### src/rtl/regfile_dump.sv
// ---------------------------------------------------------------------------
// regfile_dump
// Debug read-out engine for the architectural register file. A start pulse
// makes the block walk every register index in order. It snapshots each word
// through the debug read port and streams the word out as bytes, most
// significant byte first, on a valid/ready byte interface. The block only
// reads the register file and never writes it.
//
// Optional feature: define REGFILE_DUMP_CHECKSUM_EN to append one extra byte
// after the last register. That byte is the XOR of every dumped byte.
//
// Ports:
//   clk      - system clock, all state changes on posedge
//   reset_n  - asynchronous active-low reset
//   start    - dump request, only honoured while idle
//   ra_db    - debug read address to the register file (registered)
//   rd_db    - debug read data from the register file (async read of ra_db)
//   tx_data  - byte presented to the sink
//   tx_valid - tx_data is valid
//   tx_ready - sink accepts the byte on tx_valid && tx_ready
//   busy     - dump in progress
//   done     - one-cycle pulse after the final byte is accepted
// ---------------------------------------------------------------------------
module regfile_dump #(
    parameter int BANK_WIDTH = 5,
    parameter int WIDTH      = 64
) (
    input  logic                  clk,
    input  logic                  reset_n,
    input  logic                  start,
    output logic [BANK_WIDTH-1:0] ra_db,
    input  logic [WIDTH-1:0]      rd_db,
    output logic [7:0]            tx_data,
    output logic                  tx_valid,
    input  logic                  tx_ready,
    output logic                  busy,
    output logic                  done
);

    localparam int WORDS = 2 ** BANK_WIDTH;
    localparam int BYTES = WIDTH / 8;
    localparam int CNT_W = $clog2(BYTES + 1);
    localparam logic [BANK_WIDTH-1:0] LAST_IDX  = BANK_WIDTH'(WORDS - 1);
    localparam logic [CNT_W-1:0]      LAST_BYTE = CNT_W'(BYTES - 1);

    generate
        if ((WIDTH % 8) != 0) begin : g_width_check
            $error("regfile_dump: WIDTH must be a multiple of 8");
        end
    endgenerate

    typedef enum logic [2:0] {
        ST_IDLE  = 3'd0,
        ST_LATCH = 3'd1,
        ST_SEND  = 3'd2,
`ifdef REGFILE_DUMP_CHECKSUM_EN
        ST_CSUM  = 3'd3,
`endif
        ST_FIN   = 3'd4
    } state_t;

    state_t                state_r,    state_s;
    logic [BANK_WIDTH-1:0] index_r,    index_s;
    logic [CNT_W-1:0]      byte_cnt_r, byte_cnt_s;
    logic [WIDTH-1:0]      shift_r,    shift_s;
    logic [WIDTH-1:0]      shifted_s;
    logic [BANK_WIDTH-1:0] ra_s;
    logic [7:0]            tx_data_s;
    logic                  tx_valid_s;
    logic                  busy_s;
    logic                  done_s;
    logic                  accept_s;
`ifdef REGFILE_DUMP_CHECKSUM_EN
    logic [7:0]            csum_r, csum_s;
`endif

    assign accept_s  = tx_valid && tx_ready;
    // The byte following the one on the wire is the top byte after the shift.
    assign shifted_s = shift_r << 4'd8;

    // Next-state and next-output computation for the dump sequencer.
    always_comb begin
        state_s    = state_r;
        index_s    = index_r;
        byte_cnt_s = byte_cnt_r;
        shift_s    = shift_r;
        ra_s       = ra_db;
        tx_data_s  = tx_data;
        tx_valid_s = tx_valid;
        busy_s     = busy;
        done_s     = 1'b0;
`ifdef REGFILE_DUMP_CHECKSUM_EN
        csum_s     = csum_r;
`endif
        case (state_r)
            ST_IDLE: begin
                if (start) begin
                    state_s = ST_LATCH;
                    index_s = {BANK_WIDTH{1'b0}};
                    ra_s    = {BANK_WIDTH{1'b0}};
                    busy_s  = 1'b1;
`ifdef REGFILE_DUMP_CHECKSUM_EN
                    csum_s  = 8'h00;
`endif
                end else begin
                    state_s = ST_IDLE;
                end
            end
            ST_LATCH: begin
                // Snapshot the addressed word; its top byte goes out first.
                shift_s    = rd_db;
                byte_cnt_s = {CNT_W{1'b0}};
                tx_data_s  = rd_db[WIDTH-1 -: 8];
                tx_valid_s = 1'b1;
                state_s    = ST_SEND;
            end
            ST_SEND: begin
                if (accept_s) begin
                    shift_s   = shifted_s;
                    tx_data_s = shifted_s[WIDTH-1 -: 8];
`ifdef REGFILE_DUMP_CHECKSUM_EN
                    csum_s    = csum_r ^ tx_data;
`endif
                    if (byte_cnt_r == LAST_BYTE) begin
                        if (index_r == LAST_IDX) begin
`ifdef REGFILE_DUMP_CHECKSUM_EN
                            // The checksum byte must include the byte just accepted.
                            tx_data_s  = csum_r ^ tx_data;
                            state_s    = ST_CSUM;
`else
                            tx_valid_s = 1'b0;
                            busy_s     = 1'b0;
                            done_s     = 1'b1;
                            ra_s       = {BANK_WIDTH{1'b0}};
                            state_s    = ST_FIN;
`endif
                        end else begin
                            index_s    = index_r + BANK_WIDTH'(1'b1);
                            ra_s       = index_r + BANK_WIDTH'(1'b1);
                            tx_valid_s = 1'b0;
                            state_s    = ST_LATCH;
                        end
                    end else begin
                        byte_cnt_s = byte_cnt_r + CNT_W'(1'b1);
                    end
                end else begin
                    state_s = ST_SEND;
                end
            end
`ifdef REGFILE_DUMP_CHECKSUM_EN
            ST_CSUM: begin
                if (accept_s) begin
                    tx_valid_s = 1'b0;
                    busy_s     = 1'b0;
                    done_s     = 1'b1;
                    ra_s       = {BANK_WIDTH{1'b0}};
                    state_s    = ST_FIN;
                end else begin
                    state_s = ST_CSUM;
                end
            end
`endif
            ST_FIN: begin
                // done drops here through its default; start is not looked at.
                state_s = ST_IDLE;
            end
            default: begin
                state_s    = ST_IDLE;
                tx_valid_s = 1'b0;
                busy_s     = 1'b0;
                ra_s       = {BANK_WIDTH{1'b0}};
            end
        endcase
    end

    // State and registered-output update, cleared asynchronously by reset_n.
    always_ff @(posedge clk or negedge reset_n) begin
        if (!reset_n) begin
            state_r    <= ST_IDLE;
            index_r    <= {BANK_WIDTH{1'b0}};
            byte_cnt_r <= {CNT_W{1'b0}};
            shift_r    <= {WIDTH{1'b0}};
            ra_db      <= {BANK_WIDTH{1'b0}};
            tx_data    <= 8'h00;
            tx_valid   <= 1'b0;
            busy       <= 1'b0;
            done       <= 1'b0;
        end else begin
            state_r    <= state_s;
            index_r    <= index_s;
            byte_cnt_r <= byte_cnt_s;
            shift_r    <= shift_s;
            ra_db      <= ra_s;
            tx_data    <= tx_data_s;
            tx_valid   <= tx_valid_s;
            busy       <= busy_s;
            done       <= done_s;
        end
    end

`ifdef REGFILE_DUMP_CHECKSUM_EN
    // XOR accumulator over every accepted data byte.
    always_ff @(posedge clk or negedge reset_n) begin
        if (!reset_n) begin
            csum_r <= 8'h00;
        end else begin
            csum_r <= csum_s;
        end
    end
`endif

endmodule
### config.mk
export PLATFORM = sky130hd
export DESIGN_NAME = regfile_dump
export DESIGN_NICKNAME = d
export VERILOG_FILES = /design/src/rtl/regfile_dump.sv
export SDC_FILE = /design/constraint.sdc
export NUM_CORES = 1
export LEC_CHECK = 0
export ABC_AREA = 1
export CAP_MARGIN = 20
export CORE_MARGIN = 4
export CORE_UTILIZATION = 30
export CTS_BUF_LIST = sky130_fd_sc_hd__clkbuf_8 sky130_fd_sc_hd__clkbuf_16
export CTS_CLUSTER_SIZE = 14
export DETAILED_ROUTE_END_ITERATION = 8
export SLEW_MARGIN = 20
export SYNTH_ARGS = -nofsm -noshare
export SYNTH_HDL_FRONTEND = slang
export SYNTH_SLANG_ARGS = --single-unit
export TNS_END_PERCENT = 5
### constraint.sdc
create_clock -name clk -period 3.7 [get_ports clk]
set_input_delay 0.555 -clock clk [delete_from_list [all_inputs] [get_ports clk]]
set_output_delay 0.555 -clock clk [all_outputs]
set_load 0.01 [all_outputs]
==> impl_metrics.py <==
metrics = {
    "setup_path": {
        "startpoint": "state_r[2]",
        "crit_path_start_kind": "flop",
        "r2r_start": "state_r[2]",
        "worstPathArrival_ps": 2730,
        "cp_max_fo": 74,
        "crit_type": "flop to flop",
        "critPathRequiredTime_ps": 3960,
        "critPathCaptureType": "flop",
    },
    "yosys": {
        "avgSynthCellArea_um2": 7.76,
        "syn_area_mm2": 0.00406,
        "synthArstFlopShare": 1.00,
        "ys_warn_count": 0,
        "synthTopCellsByCount": "nand2_1, o21ai_0, dfrtp_1",
        "syn_inst": 523,
        "ys_seq_area_frac": 0.518,
        "ys_seq_elements": 84,
        "synth.distinct_cells": 23,
        "yosys-top-cells-area": "dfrtp_1, nand2_1, o21ai_0",
        "synth_most_common_cell": "nand2_1",
        "synth_top_area_cell": "dfrtp_1",
        "synth_top_area_frac": 0.518,
        "synth_edf_count": 0,
        "synth_fp_nets": 595,
        "synth-main-ff-cell": "dfrtp_1",
    },
    "grt": {
        "grt_use_total": 0.128,
        "grt_pass1_vias": 3503,
        "antenna_found_initial": 0,
        "grt_max_degree": 105,
        "grt_first_pass_wirelength_um": 16600,
        "gr-total-overflow": 0,
    },
    "clock_tree": {
        "clockBufferDepth": 2,
        "post_cts_buffers": 0,
        "clk_latency_ps": 330,
        "clk_root_buffer_cell": "clkbuf_16",
        "cts_sinks": 84,
        "cts_made_buffers": 9,
        "cts.clk_slew.worst_paths_ps": 60,
        "cts_tree": "done",
        "h-tree-depth": 3,
        "cts_resized": 0,
        "postCtsHoldBufs": 0,
    },
    "floorplanning": {
        "die_w_um": 124,
        "io_pins": 84,
        "initial_utilization": 0.306,
        "die-height_um": 124,
        "coreArea_mm2": 0.0132,
        "die_area_mm2": 0.0155,
        "fp-row-count": 42,
    },
    "finish": {
        "layout-drive-gt1-share": 0.0468,
        "utilization": 0.402,
        "finish.net_count": 665,
        "fin_area_mm2": 0.00533,
        "n_antenna_cell": 0,
        "syn_to_final_growth_pct": 31.3,
    },
    "place": {
        "routabilityCongestion": 0.808,
        "place_hpwl_um": 6750,
        "dpl_cell_area_mm2": 0.00501,
        "dp_slack_ps": 1170,
        "port-buffer-count": 83,
    },
    "drt": {
        "vias": 3483,
        "wl_um": 9790,
        "ant_nets": 0,
        "vias_per_cell": 4.50,
        "route.detailed.drc": 0,
        "drt_iter0_markers": 210,
        "drt_pass1_iterations": 4,
        "wl_per_cell_um": 12.6,
    },
    "pwr": {
        "p_leak_nw": 2.47,
        "ir_drop_mv": 0.389,
        "p_per_area_mw_per_mm2": 757,
        "fin_total_pwr_w": 0.00403,
    },
    "timing": {
        "finClkSkew_ps": 8.52,
        "max_freq_mhz": 404,
        "rsz0062_at_grt": "no",
        "min_period_ps": 2470,
        "fin_ws_ps": 1230,
        "period_share": 0.669,
        "drv_slew": 0,
        "finalSetupViolCount": 0,
        "slew-limit-headroom": 0.463,
        "finalHoldViolCount": 0,
        "worst_slew_pin_slew_ps": 805,
        "fin_tns_setup_ps": 0,
    },
    "run_status": {
        "status": "completed",
    },
    "worst_hold_path": {
        "hold_path_class": "input pin to async pin",
    },
    "flow_run": {
        "drv_cap": 0,
    },
}
==> cells in the final DEF, fill, tap and decap left out, types with 3 or more instances in the layout <==
cell	n
o21ai_0	96
o21ai_1	23
clkdlybuf4s50_1	82
buf_4	3
ha_1	4
inv_1	69
nand2_1	155
clkbuf_16	9
nor2_1	18
nand3_1	21
a21oi_1	9
dfrtp_1	84
==> power by group <==
group          switching (W)  internal, W  total (W)  leakage, nW
registers           0.000151      0.00129    0.00144         1.06
clock network       0.000349     0.000535   0.000884        0.155
logic                0.00110     0.000608    0.00170         1.25
==> kinds of logic after synthesis <==
family                   after synthesis  share of synthesized area
buffers and inverters                 96                     0.0974
AND/OR/NAND/NOR                      209                      0.210
flip-flops                            84                      0.518
XOR/XNOR                               1                    0.00216
adder cells (fa/ha/maj)                4                     0.0123
AO/OA/AOI/OAI                        129                      0.160
==> path summary, 6_finish.rpt <==
check                             endpoint  slack [ps]  cells past startpoint
worst max-delay path            tx_data[3]        1230                      8
worst min-delay path            index_r[3]         250                      1
worst max register to register  tx_data[3]        1230                      8
worst min register to register    ra_db[4]         480                      2
max in group asynchronous       index_r[2]        2860                      1
min in group clk                  ra_db[4]         480                      2
==> stage by stage <==
stage	std cells	hold slack [ps]
after detailed placement	757	472
after global placement	757	467
after floorplan	523	259
final	774	251
after CTS	773	473
after global routing	774	335
==> layout make-up <==
class | count | area [µm²]
fillers | 1370 | 7920
flip-flops and latches | 84 | 2100
multi-input cells | 343 | 1580
repair buffers | 87 | 875
inverters | 68 | 255
clock buffers | 10 | 239
well taps | 176 | 220
clock inverters | 6 | 56.3
==> metal layers <==
metal,share of wire,track usage,vias up
met4,0.014,0.0413,0
met3,0.042,0.0356,15
met5,0,0,-
li1,-,-,1795
met1,0.49,0.172,1607
met2,0.46,0.199,66
==> registers in the layout (all words and copies together), names as in the netlist <==
register / count
tx_data: 8
busy: 1
index_r: 5
tx_valid: 1
ra_db: 5
byte_cnt_r: 4
state_r: 3
done: 1
shift_r: 56
==> critical path: stages (launching register included) <==
cell and delay (ps):
dfrtp_1 390, inv_1 150, nand2_1 110, nor2_4 430
nand2_2 170, nand2_4 520, buf_4 370, nor2_1 70
a21oi_1 130
Note: power is estimated with default switching activity, not from simulation.
